--- src/rtl/pwm_pkg.sv ---
// Shared types and move arithmetic for the PWM duty soft-start/soft-stop ramp.
// Combinational only; no latency or backpressure.
package pwm_pkg;
    localparam int DUTY_W_DFLT = 6;
    localparam int DIV_W_DFLT  = 8;
    // Helper width; callers zero-extend narrower duty words into it.
    localparam int SAT_W       = 16;

    typedef enum logic {
        IDLE = 1'b0,
        RAMP = 1'b1
    } ramp_state_t;

    // One saturating move toward tgt, evaluated with a spare bit so it never wraps.
    function automatic logic [SAT_W-1:0] sat_step(
        input logic [SAT_W-1:0] duty,
        input logic [SAT_W-1:0] tgt,
        input logic [SAT_W-1:0] stp
    );
        logic [SAT_W:0]   w_sum;
        logic [SAT_W-1:0] w_res;
        w_sum = {1'b0, duty} + {1'b0, stp};
        w_res = duty;
        if (duty < tgt) begin
            w_res = (w_sum >= {1'b0, tgt}) ? tgt : w_sum[SAT_W-1:0];
        end else if (duty > tgt) begin
            w_res = ((duty - tgt) <= stp) ? tgt : (duty - stp);
        end
        return w_res;
    endfunction
endpackage

--- src/rtl/pwm_ramp_divider.sv ---
// Ramp-rate divider: counts period_end strobes, ticks on every (div+1)-th one.
// Tick is combinational with the enabling strobe; no backpressure.
module pwm_ramp_divider
    import pwm_pkg::*;
#(
    parameter int DIV_W = DIV_W_DFLT
) (
    input  logic             i_clk,
    input  logic             i_rst_n,
    input  logic             i_clr,
    input  logic             i_en,
    input  logic [DIV_W-1:0] i_div,
    output logic             o_tick
);
    logic [DIV_W-1:0] r_cnt;

    assign o_tick = i_en && (r_cnt == i_div);

    always_ff @(posedge i_clk or negedge i_rst_n) begin
        if (!i_rst_n) begin
            r_cnt <= '0;
        end else if (i_clr) begin
            r_cnt <= '0;
        end else if (i_en) begin
            r_cnt <= o_tick ? '0 : r_cnt + DIV_W'(1);
        end
    end
endmodule

--- src/rtl/pwm_duty_ramp_ctrl.sv ---
// Soft-start/soft-stop sequencer stepping the PWM duty word toward a latched target on period wraps.
// Busy 1 cycle after start; first move on the (div+1)-th period_end; no backpressure.
module pwm_duty_ramp_ctrl
    import pwm_pkg::*;
#(
    parameter int DUTY_W = DUTY_W_DFLT,
    parameter int DIV_W  = DIV_W_DFLT
) (
    input  logic              i_clk,
    input  logic              i_rst_n,
    input  logic              i_start,
    input  logic              i_abort,
    input  logic [DUTY_W-1:0] i_target,
    input  logic [DUTY_W-1:0] i_step,
    input  logic [DIV_W-1:0]  i_rate_div,
    input  logic              i_period_end,
    output logic [DUTY_W-1:0] o_duty,
    output logic              o_busy,
    output logic              o_done
);
    ramp_state_t       r_state;
    logic [DUTY_W-1:0] r_duty;
    logic              r_done;
    logic [DUTY_W-1:0] r_tgt;
    logic [DUTY_W-1:0] r_stp;
    logic [DIV_W-1:0]  r_div;

    ramp_state_t       w_state_nxt;
    logic [DUTY_W-1:0] w_duty_nxt;
    logic [DUTY_W-1:0] w_move;
    logic              w_done_nxt;
    logic              w_latch;
    logic              w_clr;
    logic              w_div_en;
    logic              w_tick;

    // Strobes only count while ramping and when no higher-priority request is present.
    assign w_div_en = (r_state == RAMP) && i_period_end && !i_start && !i_abort;

    pwm_ramp_divider #(.DIV_W(DIV_W)) u_div (
        .i_clk   (i_clk),
        .i_rst_n (i_rst_n),
        .i_clr   (w_clr),
        .i_en    (w_div_en),
        .i_div   (r_div),
        .o_tick  (w_tick)
    );

    always_comb begin
        w_move      = DUTY_W'(sat_step(SAT_W'(r_duty), SAT_W'(r_tgt), SAT_W'(r_stp)));
        w_state_nxt = r_state;
        w_duty_nxt  = r_duty;
        w_done_nxt  = 1'b0;
        w_latch     = 1'b0;
        w_clr       = 1'b0;
        if (i_abort) begin
            w_state_nxt = IDLE;
            w_clr       = 1'b1;
        end else if (i_start) begin
            w_latch = 1'b1;
            w_clr   = 1'b1;
            if (i_target == r_duty) begin
                w_state_nxt = IDLE;
                w_done_nxt  = 1'b1;
            end else begin
                w_state_nxt = RAMP;
            end
        end else if (w_tick) begin
            w_duty_nxt = w_move;
            if (w_move == r_tgt) begin
                w_state_nxt = IDLE;
                w_done_nxt  = 1'b1;
            end
        end
    end

    always_ff @(posedge i_clk or negedge i_rst_n) begin
        if (!i_rst_n) begin
            r_state <= IDLE;
            r_duty  <= '0;
            r_done  <= 1'b0;
            r_tgt   <= '0;
            r_stp   <= '0;
            r_div   <= '0;
        end else begin
            r_state <= w_state_nxt;
            r_duty  <= w_duty_nxt;
            r_done  <= w_done_nxt;
            if (w_latch) begin
                r_tgt <= i_target;
                r_stp <= (i_step == '0) ? DUTY_W'(1) : i_step;
                r_div <= i_rate_div;
            end
        end
    end

    assign o_duty = r_duty;
    assign o_busy = (r_state == RAMP);
    assign o_done = r_done;
endmodule

--- config.mk ---
export PLATFORM = sky130hd
export DESIGN_NAME = pwm_duty_ramp_ctrl
export DESIGN_NICKNAME = d
export VERILOG_FILES = /design/src/rtl/pwm_pkg.sv /design/src/rtl/pwm_ramp_divider.sv /design/src/rtl/pwm_duty_ramp_ctrl.sv
export SDC_FILE = /design/constraint.sdc
export NUM_CORES = 1
export LEC_CHECK = 0
export ABC_AREA = 1
export CAP_MARGIN = 20
export CORE_ASPECT_RATIO = 1.2
export CORE_UTILIZATION = 60
export DETAILED_ROUTE_END_ITERATION = 12
export GPL_TIMING_DRIVEN = 0
export MAX_ROUTING_LAYER = met4
export PLACE_DENSITY = 0.89
export RECOVER_POWER = 25
export SYNTH_ARGS = -nofsm -noshare
export SYNTH_HDL_FRONTEND = slang
export SYNTH_HIERARCHICAL = 1
export SYNTH_SLANG_ARGS = --single-unit
--- constraint.sdc ---
create_clock -name i_clk -period 5.4 [get_ports i_clk]
set_input_delay 1.08 -clock i_clk [delete_from_list [all_inputs] [get_ports i_clk]]
set_output_delay 1.08 -clock i_clk [all_outputs]
set_load 0.05 [all_outputs]
==> reports/summary.txt, run 1 <==
Required @ worst endpoint: 5.58 ns
Sw Ratio: 0.399
Via Count: 2982
CP max-delay cell: dfrtp_1
leakage power: 1.94 nW
crit path kind: reg -> reg
Initial DRC Count: 235
pin count of the biggest net entering global routing: 37
PortBufs: 32
Worst Hold Class: reg -> reg
Clock Power Share: 0.226
Setup Buffers After CTS: 0
Worst Max-Slew Pin Slew: 1.95 ns
Clock transition at path regs: 0.08 ns
failing checks: capacitance limit, slew limit
VDD IR max: 0.191 mV
Synth cell types: 34
DP Cell Count: 541
count of cells resized by post-cts repair: 0
Netlist Area Pre-Place: 0.00315 sq mm
clock skew: 0.0105 ns
ANT cells: 0
CTS Sinks: 36
Core ar.: 0.00497 sq mm
Finished Layout Cells: 549
worst flop-to-flop path endpoint: o_busy
Most common cell on crit path: nand2_1
hold path start: r_div[5]
syn_nets: 507
DRT Pass-1 Iters: 7
Int Pwr: 0.517 mW
Seq. cell area: 901 sq um
H-tree Lvls: 2
clock tree buffer depth: 2
FILL cells: 399
Final Wtd Congestion: 0.946
total gr overflow: 0
Slew Limit Fails: 37
Syn. warnings: 6
crit path DAT: 3.76 ns
sequential share of the synthesized area: 0.286
Die Span Y: 81.3 microns
WL per Instance: 13.9 microns
cells after synthesis: 449
Hold Path Cell Cnt: 2
Final nets: 546
clock latency on the worst-skew pair: 0.30 ns
row cnt: 28
io pins: 33
R2R depth: 22
TritonCTS Buffers: 5
slew margin rel.: -0.298
Hold Crit Endpoint: r_div[5]
fmax: 0.279 GHz
CTS root buf: clkbuf_8
DR DRC count: 0
Sequential Power Share: 0.362
net switching power: 0.343 mW
GRT Total Usage: 0.324
crit-path max FO: 11
RSZ-0062 raised after global routing: no
Final Cycle Share: 0.663
Max stage delay on crit path: 0.59 ns
final-report hold violation count: 0
starting density of the core: 0.632
Die ar.: 0.00554 sq mm
vias in the first global route: 2849
CP bufs+invs: 1
Crit Reg-Reg Startpoint: o_duty[1]
share of cells above drive strength 1: 0.0818
Crit. End Element: register
Avg Cell Area, Syn: 7.01 sq um
hpwl dp: 5980 microns
CTS tree: done
R2R setup slack: 1.82 ns
Routed Antenna Nets: 0
initial antenna violation count: 0
part of the power in combinational logic: 0.412
global-route wire length before repair: 12800 microns
CP Cell Sequence: ha_1 -> nand2_2 -> o21ai_2 -> a21oi_1 -> o21ai_0 -> xnor2_1 -> inv_1 -> ha_1 -> a21oi_1 -> nand2_1 -> nand2_1 -> nand2_2 -> nand2_1 -> nand3_1 -> nand2_1 -> nand2_1 -> nand2_1 -> nand2_1 -> nor2_1 -> nand2_1 -> o21bai_1 -> nand2_1
P per Cell Area: 238 mW/mm^2
Crit path depth: 22
Crit path max-delay family: simple AND/OR/NAND/NOR gates
setup_tns: 0 ns
area growth from synthesis to layout: 15.1%
outcome: finished with violations
CP startpoint kind: register
Die W: 68.1 microns
count of state elements after synthesis: 36
Max-cap violations: 1
crit path time final: 3.58 ns
area of the multi-input gates: 0.00194 sq mm
via/cell ratio: 5.43
CTS Hold Buffers Added: 0
drt total wl: 7660 microns
Finish-stage setup viols: 0
tightest hold or removal path, stage by stage (launching register included):
cell and delay (ns):
dfrtp_1 0.36, nand2_1 0.06, nand2_1 0.05
Yosys cell counts:
master	instances	area, sq um
dfrtp_1	36	901
inv_1	64	240
fa_1	3	60.1
a21oi_2	3	26.3
clkbuf_1	4	15.0
nand3_2	6	60.1
nor4_1	2	12.5
nor3b_1	1	7.51
buf_8	1	15.0
or2_2	1	6.26
nor2_2	3	18.8
nand3_1	39	195
o21bai_1	2	15.0
xor2_1	16	140
a31oi_4	1	21.3
ha_1	30	375
nor2_4	1	11.3
xnor2_1	4	35.0
buf_2	2	10.0
a211oi_1	1	7.51
nand2_1	139	522
o21ai_0	19	95.1
buf_1	1	3.75
nand2_2	7	43.8
nand4_1	7	43.8
a21oi_1	19	95.1
a31oi_1	1	6.26
o21ai_2	1	8.76
inv_2	5	18.8
o21bai_2	1	11.3
nor2_1	26	97.6
nand2_4	1	11.3
and3_1	1	6.26
and2_4	1	8.76
worst max path at each step:
stage,startpoint,to,slack (ns)
finish,o_duty[1],o_busy,1.82
global route,o_duty[1],o_busy,1.41
CTS,o_duty[1],o_busy,1.88
detailed placement,o_duty[1],o_busy,1.92
global placement,o_duty[0],o_busy,2.01
floorplan,o_duty[0],o_busy,2.16
through the flow:
stage | utilization | instance area, sq um | total power, mW | worst slack [ns] | hold slack, ns
floorplan | - | 3150 | 0.570 | 2.16 | 0.442
global placement | 0.712 | 3540 | 0.652 | 2.01 | 0.457
detailed placement | 0.711 | 3540 | 0.666 | 1.92 | 0.484
CTS | 0.728 | 3620 | 0.859 | 1.88 | 0.503
global route | 0.728 | 3620 | 0.929 | 1.41 | 0.523
finish | 0.728 | 3620 | 0.860 | 1.82 | 0.505
state kept, by name, indices dropped and copies added (netlist names):
| signal | count |
|---|---|
| o_busy | 1 |
| o_done | 1 |
| o_duty | 6 |
| r_div | 8 |
| r_stp | 6 |
| r_tgt | 6 |
| u_div/r_cnt | 8 |
cell families (layout without fill, tap and decap cells):
family | count (synthesis) | after routing | share of synthesized area
simple gates | 235 | 235 | 0.332
buf+inv | 77 | 117 | 0.0963
compound gates | 48 | 48 | 0.0911
flops | 36 | 36 | 0.286
fa+ha+maj | 33 | 33 | 0.138
xor+xnor | 20 | 20 | 0.0557
placed cells by master (no fill, tap or decap), types with 4 or more instances in the layout:
cell type / n
nor2_1: 26
nand2_1: 139
inv_1: 64
o21ai_0: 19
nand2_2: 7
nand3_2: 6
clkbuf_8: 5
xnor2_1: 4
xor2_1: 16
nand4_1: 7
nand3_1: 39
clkdlybuf4s50_1: 31
inv_2: 5
dfrtp_1: 36
ha_1: 30
a21oi_1: 19
clkbuf_1: 7
layer usage:
layer,vias to the layer above,share of wire,wire [microns],GRT usage
met3,19,0.048,365,0.0421
met1,1369,0.41,3130,0.381
li1,1502,-,-,-
met5,-,0,0,-
met2,92,0.52,3960,0.546
met4,0,0.027,204,0.138
cell type report:
type                    count  area share
clock buffers               7      0.0211
multi-input cells         336       0.536
plain buffers               8      0.0121
clock inverters             1     0.00242
repair buffers             32      0.0868
well taps                  60      0.0207
flip-flops and latches     36       0.249
inverters                  69      0.0716
power by group through the flow:
stage	sequential [mW]	clock (mW)	combinational, mW
global route	0.314	0.209	0.407
global placement	0.315	0	0.337
finish	0.311	0.195	0.354
floorplan	0.315	0	0.256
CTS	0.311	0.196	0.352
detailed placement	0.316	0	0.350
No activity file was read; power rests on OpenSTA's default activity.
==> run 2: changes to the inputs <==
Settings changed: CORE_UTILIZATION 60 to 52, PLACE_DENSITY 0.89 to 0.82.
Clock period 5.4 ns to 3.1 ns, I/O delays scaled along.
==> run 2 against run 1 <==
The run ends with capacitance limit, slew limit, setup timing left; sequential power up 75%; setup slack worse by 2.0 ns; die area up 15%; final area up 9.1%; critical path depth up 2; register-to-register slack worse by 2.0 ns; hold slack worse by 0.024 ns; largest power group unchanged; total power up 94%.
==> reports/summary.txt, run 2 (synthesis results as in run 1) <==
outcome: finished with violations
failing checks: capacitance limit, slew limit, setup timing
CP bufs+invs: 3 (+2)
drt total wl: 8940 microns (+17%)
P per Cell Area: 422 mW/mm^2 (+78%)
R2R depth: 24 (+9.1%)
DRT Pass-1 Iters: 5 (-2)
Max-cap violations: 1 (unchanged)
GRT Total Usage: 0.279 (-0.0453)
Final nets: 566 (+3.7%)
clock tree buffer depth: 2 (unchanged)
CTS Sinks: 36 (unchanged)
CTS tree: done
fin worst setup slack: -0.163 ns (-1.99 ns)
total gr overflow: 0 (unchanged)
CP startpoint kind: register
leakage power: 2.06 nW (+6.1%)
Tot Pwr: 1.67 mW (+94%)
Final Wtd Congestion: 0.934 (-1.3%)
area growth from synthesis to layout: 25.6%
RSZ-0062 raised after global routing: yes
via/cell ratio: 5.44 (+0.21%)
Hold Crit Endpoint: r_div[7]
crit path kind: reg -> reg
row cnt: 30 (+7.1%)
part of the power in combinational logic: 0.453 (+0.041)
Clock transition at path regs: 0.08 ns (about the same)
CP Cell Sequence: inv_2 -> ha_4 -> a21oi_4 -> o21ai_4 -> a21oi_2 -> o21ai_1 -> xnor2_1 -> inv_1 -> ha_4 -> nand2_2 -> inv_2 -> nand4_1 -> nand2_4 -> nand2_4 -> nand2_2 -> nand3_2 -> nand2_2 -> nand2_2 -> nand2_1 -> nand2_1 -> nor2_2 -> nand2_1 -> o21bai_1 -> nand2_1
pin count of the biggest net entering global routing: 37 (unchanged)
H-tree Lvls: 2 (unchanged)
final-report hold violation count: 0 (unchanged)
Int Pwr: 0.991 mW (+92%)
Crit path max-delay family: simple AND/OR/NAND/NOR gates
Via Count: 3206 (+7.5%)
Largest regs: r_div (8), u_div/r_cnt (8)
share of cells above drive strength 1: 0.181 (+0.0989)
Finish-stage setup viols: 2 (+2)
clock skew: 0.00833 ns (-0.00213 ns)
Initial DRC Count: 283 (+20%)
CP max-delay cell: dfrtp_1
Die W: 73 microns (+7.2%)
Hold Path Cell Cnt: 2 (unchanged)
Worst Max-Slew Pin Slew: 1.94 ns (-0.00617 ns)
Clock Power Share: 0.221 (-0.005)
hold path start: r_div[7]
Max stage delay on crit path: 0.41 ns (-0.18 ns)
net switching power: 0.675 mW (+97%)
Util after Layout: 0.688 (-0.0398)
TritonCTS Buffers: 5 (unchanged)
commonest non-fill, non-tap cell in the layout: nand2_1
Crit. End Element: register
Worst Hold Class: reg -> reg
crit-path max FO: 7 (-4)
starting density of the core: 0.548 (-0.0846)
Sequential Power Share: 0.326 (-0.036)
PortBufs: 32 (unchanged)
ANT cells: 0 (unchanged)
vias in the first global route: 2903 (+1.9%)
hpwl dp: 5900 microns (-1.3%)
Sw Ratio: 0.405 (+0.00671)
instance area at placement: 0.00357 sq mm (+0.88%)
initial antenna violation count: 0 (unchanged)
Core ar.: 0.00574 sq mm (+15%)
global-route wire length before repair: 13100 microns (+2.0%)
VDD IR max: 0.359 mV (+88%)
post-route cell area: 0.00395 sq mm (+9.1%)
Crit Reg-Reg Startpoint: r_tgt[2]
CTS root buf: clkbuf_8
CTS Hold Buffers Added: 0 (unchanged)
Die ar.: 0.00637 sq mm (+15%)
crit path time final: 3.26 ns (-0.315 ns)
WL per Instance: 15.2 microns (+8.9%)
Slew Limit Fails: 37 (unchanged)
crit path DAT: 3.44 ns (-0.32 ns)
Required @ worst endpoint: 3.28 ns (-2.30 ns)
DR DRC count: 0 (unchanged)
worst flop-to-flop path endpoint: o_busy
clock latency on the worst-skew pair: 0.29 ns (about the same)
Final Cycle Share: 1.05 (+0.390)
commonest cells after routing, fill and taps aside: 132 x nand2_1, 59 x inv_1, 38 x nand3_1, 32 x dfrtp_1, 31 x clkdlybuf4s50_1
Routed Antenna Nets: 0 (unchanged)
Die Span Y: 87.2 microns (+7.2%)
slew margin rel.: -0.294 (+0.00411)
R2R setup slack: -0.16 ns (-1.99 ns)
io pins: 33 (unchanged)
fmax: 0.306 GHz (+9.6%)
## run 2: cell count changes in the layout (fill, tap and decap cells not counted), sizes merged
cell | previous run | this run
buf | 4 | 24
clkbuf | 12 | 11
inv | 69 | 70
## run 2: metrics by stage
stage,hold slack (ns),setup slack [ns],TNS [ns],instances
2_1_floorplan,0.324,0.0193,0,449
3_3_place_gp,0.457,-0.189,-0.332,561
3_5_place_dp,0.460,-0.281,-0.515,561
4_1_cts,0.452,-0.0303,-0.0303,576
5_1_grt,0.516,-0.369,-0.693,589
6_report,0.481,-0.163,-0.261,589
## run 2: worst max path at each step
stage / startpoint / end / slack (ns) / depth (start not counted)
after floorplan: o_duty[0] / o_busy / 0.02 / 23
after global placement: o_duty[0] / o_busy / -0.19 / 23
after detailed placement: o_duty[0] / o_busy / -0.28 / 23
after CTS: o_duty[2] / o_busy / -0.03 / 23
after global routing: o_duty[2] / o_busy / -0.37 / 23
final: r_tgt[2] / o_busy / -0.16 / 24
## run 2: power groups by stage
stage               logic [mW]  clock network [mW]  registers [mW]
finish                   0.754               0.368           0.544
global route             0.828               0.383           0.547
CTS                      0.657               0.368           0.541
detailed placement       0.610                   0           0.551
global placement         0.592                   0           0.549
floorplan                0.447                   0           0.548
## run 2: worst reg2reg max path: stages, from the launching register on
cell,delay [ns]
dfrtp_1,0.41
inv_2,0.14
ha_4,0.26
a21oi_4,0.19
o21ai_4,0.10
a21oi_2,0.14
o21ai_1,0.09
xnor2_1,0.16
inv_1,0.09
ha_4,0.27
nand2_2,0.04
inv_2,0.05
nand4_1,0.14
nand2_4,0.17
nand2_4,0.09
nand2_2,0.08
nand3_2,0.06
nand2_2,0.09
nand2_2,0.06
nand2_1,0.07
nand2_1,0.07
nor2_2,0.11
nand2_1,0.08
o21bai_1,0.15
nand2_1,0.07
## run 2: layout make-up
class	count	area, sq um
sequential	36	906
fill	447	1790
clock buffer	6	82.6
timing repair buffer	52	464
tap	80	100
inverter	69	264
clock inverter	2	13.8
buffer	8	43.8
multi-input combinational	336	2080
## run 2: per-layer routing
layer,track usage,share of wire
met2,0.500,0.51
met1,0.307,0.38
met4,0.119,0.052
met3,0.0336,0.059
met5,-,0
## run 2: what timing repair did
item / in CTS / in global routing
resized for setup: 15 / 20
pin swaps: 4 / 23
buffers inserted: 7 / 13
setup endpoints to repair: 2 / 4
==> run 3: changes to the inputs <==
Settings changed: SYNTH_HIERARCHICAL 1 to default.
==> run 3 against run 2 <==
The flow still finishes with violations (capacitance limit, slew limit, setup timing); first-iteration DRC count shrank 9.5%; die area down 4.3%; setup slack better by 0.062 ns; via count fell by 2.7%; register-to-register slack better by 0.06 ns; clock skew hardly changed; routed wire length is 1.7% lower; critical path type unchanged; critical endpoint unchanged; largest cell class unchanged.
==> reports/summary.txt, run 3 <==
outcome: finished with violations
failing checks: capacitance limit, slew limit, setup timing
Core ar.: 0.00544 sq mm (-5.2%)
Crit. End Element: register
area growth from synthesis to layout: 29.0%
Crit Reg-Reg Startpoint: o_duty[0]
Post-synth EDFFs: 0 (unchanged)
crit path kind: reg -> reg
R2R setup slack: -0.10 ns (+0.06 ns)
clock skew: 0.00820 ns (-0.000131 ns)
crit path DAT: 3.40 ns (-0.04 ns)
Routed Antenna Nets: 0 (unchanged)
initial antenna violation count: 0 (unchanged)
vias in the first global route: 3081 (+6.1%)
setup_tns: -0.186 ns (+0.0750 ns)
commonest non-fill, non-tap cell in the layout: nand2_1
io pins: 33 (unchanged)
CTS Sinks: 36 (unchanged)
Max stage delay on crit path: 0.47 ns (+0.06 ns)
Sw Ratio: 0.452 (+0.0463)
ANT cells: 0 (unchanged)
hpwl dp: 6000 microns (+1.6%)
commonest cells after routing, fill and taps aside: 111 x nand2_1, 43 x nand3_1, 39 x inv_1, 31 x clkdlybuf4s50_1, 31 x dfrtp_1
clock tree buffer depth: 2 (unchanged)
DR DRC count: 0 (unchanged)
Syn. warnings: 0 (-6)
drt total wl: 8790 microns (-1.7%)
Largest regs: r_div (8), u_div.r_cnt (8)
Synth cell types: 34 (unchanged)
fmax: 0.312 GHz (+1.9%)
WL per Instance: 16.4 microns (+8.1%)
clock latency on the worst-skew pair: 0.31 ns (+0.02 ns)
net switching power: 1.05 mW (+55%)
dpl ws: -0.304 ns (-0.0229 ns)
crit-path max FO: 8 (+1)
PortBufs: 32 (unchanged)
worst flop-to-flop path endpoint: o_busy
Crit path max-delay family: simple AND/OR/NAND/NOR gates
Final nets: 531 (-6.2%)
Worst Setup SP: o_duty[0]
Avg Cell Area, Syn: 7.33 sq um (+4.7%)
CTS root buf: clkbuf_8
Via Count: 3120 (-2.7%)
Max-cap violations: 1 (unchanged)
Clock Power Share: 0.163 (-0.058)
CP startpoint kind: register
R2R depth: 24 (unchanged)
sequential share of the synthesized area: 0.300 (+0.0132)
pin count of the biggest net entering global routing: 37 (unchanged)
cells after synthesis: 410 (-8.7%)
row cnt: 29 (-3.3%)
H-tree Lvls: 2 (unchanged)
fraction of registers with async set/reset: 1.00 (unchanged)
post-synth top area share: 0.300 (+0.0132)
CP Cell Sequence: inv_4 -> ha_4 -> inv_2 -> fa_2 -> buf_4 -> xor2_1 -> ha_1 -> nand2_1 -> inv_1 -> nand2_1 -> nand2_1 -> nand2_1 -> nand2_1 -> nand2_4 -> nand2_4 -> buf_4 -> nand2_1 -> nand3_1 -> nand2_1 -> nand3_1 -> nand2_1 -> nand3_2 -> o21bai_2 -> nand2_1
synth top area cells: dfrtp_1 30%, nand2_1 15%, ha_1 12%, nand3_1 7.5%, inv_1 5.5%
P per Cell Area: 597 mW/mm^2 (+41%)
fin worst setup slack: -0.102 ns (+0.0617 ns)
global-route wire length before repair: 13800 microns (+5.2%)
CTS tree: done
Crit path depth: 24 (unchanged)
commonest cells in the synthesized netlist: 119 x nand2_1, 45 x nand3_1, 44 x inv_1
top-count cell post-synth: nand2_1
starting density of the core: 0.552 (+0.00470)
Final Cycle Share: 1.03 (-0.0199)
Finished Layout Cells: 536 (-9.0%)
RSZ-0062 raised after global routing: yes
TritonCTS Buffers: 5 (unchanged)
Int Pwr: 1.27 mW (+28%)
Worst Hold Class: reg -> reg
Util after Layout: 0.713 (+0.0251)
CP max-delay cell: dfrtp_2
Die W: 71.4 microns (-2.2%)
Required @ worst endpoint: 3.30 ns (+0.02 ns)
Die ar.: 0.00609 sq mm (-4.3%)
CP bufs+invs: 5 (+2)
DP Cell Count: 504 (-10%)
worst hold margin: 0.494 ns (+0.0134 ns)
slew margin rel.: -0.314 (-0.0200)
DRT Pass-1 Iters: 5 (unchanged)
crit path to: o_busy
Clock transition at path regs: 0.08 ns (about the same)
VDD IR max: 0.330 mV (-8.0%)
Finish-stage setup viols: 2 (unchanged)
via/cell ratio: 5.82 (+6.9%)
leakage power: 1.96 nW (-4.9%)
share of cells above drive strength 1: 0.196 (+0.0155)
crit path time final: 3.20 ns (-0.0617 ns)
Netlist Area Pre-Place: 0.00301 sq mm (-4.4%)
Sequential Power Share: 0.254 (-0.072)
Slew Limit Fails: 37 (unchanged)
part of the power in combinational logic: 0.584 (+0.131)
count of state elements after synthesis: 36 (unchanged)
Worst Max-Slew Pin Slew: 1.97 ns (+0.0299 ns)
area leader, netlist: dfrtp_1
total gr overflow: 0 (unchanged)
Top FF cell, synth: dfrtp_1
Most common cell on crit path: nand2_1
final-report hold violation count: 0 (unchanged)
Final Wtd Congestion: 0.951 (+1.8%)
Die Span Y: 85.3 microns (-2.2%)
GRT Total Usage: 0.305 (+0.0257)
Initial DRC Count: 256 (-9.5%)
syn_nets: 468 (-7.7%)
[run 3: worst min-delay path, stage by stage, from the launching register on]
cell and delay (ns):
dfrtp_1 0.36, nand2_1 0.06, nand2_1 0.05
[run 3: worst min path at each step]
stage / start / to / slack [ns] / depth (start not counted)
4_1_cts: i_rst_n / r_stp[3] / 0.43 / 1
3_3_place_gp: r_div[6] / r_div[6] / 0.48 / 2
5_1_grt: r_div[4] / r_div[4] / 0.53 / 2
2_1_floorplan: i_rst_n / o_busy / 0.32 / 0
3_5_place_dp: r_div[4] / r_div[4] / 0.48 / 2
6_report: r_div[4] / r_div[4] / 0.49 / 2
[run 3: layout make-up]
cell class | count | area [sq um]
plain buffers | 9 | 56.3
clock buffers | 6 | 82.6
clock inverters | 2 | 13.8
fillers | 409 | 1560
inverters | 44 | 170
multi-input cells | 320 | 2070
flip-flops and latches | 36 | 907
well taps | 62 | 77.6
repair buffers | 57 | 502
[run 3: cells by family (layout without fill, tap and decap cells)]
group,Yosys count,in the layout,synth area share
AOI/OAI and AO/OA,52,52,0.101
xor gates and xnor gates,26,26,0.0757
adders and majority gates,33,33,0.145
buffers and inverters,54,118,0.0753
DFF,36,36,0.300
and+or+nand+nor,209,209,0.304
[run 3: per-layer routing]
| layer | vias to the layer above | routed length (microns) | track usage |
|---|---|---|---|
| met3 | 47 | 457 | 0.0523 |
| li1 | 1459 | - | - |
| met1 | 1491 | 3260 | 0.310 |
| met4 | 0 | 444 | 0.169 |
| met5 | - | 0 | - |
| met2 | 123 | 4630 | 0.547 |
[run 3: power by group through the flow]
stage | combinational, mW | clock, mW | sequential, mW
2_1_floorplan | 0.745 | 0 | 0.615
3_3_place_gp | 0.995 | 0 | 0.598
3_5_place_dp | 1.04 | 0 | 0.600
4_1_cts | 1.15 | 0.373 | 0.581
5_1_grt | 1.48 | 0.399 | 0.591
6_report | 1.35 | 0.376 | 0.588
[run 3: metrics by stage]
stage / cell area (sq um) / power [mW]
6_report: 3880 / 2.31
5_1_grt: 3880 / 2.47
4_1_cts: 3680 / 2.11
3_5_place_dp: 3410 / 1.64
3_3_place_gp: 3420 / 1.59
2_1_floorplan: 3020 / 1.36
[run 3: what timing repair did]
item | in CTS | in global routing
endpoints found under the setup margin | 3 | 4
pin swaps | 12 | 25
setup buffers | 14 | 11
hold buffers | 0 | 0
gates resized for setup | 17 | 27
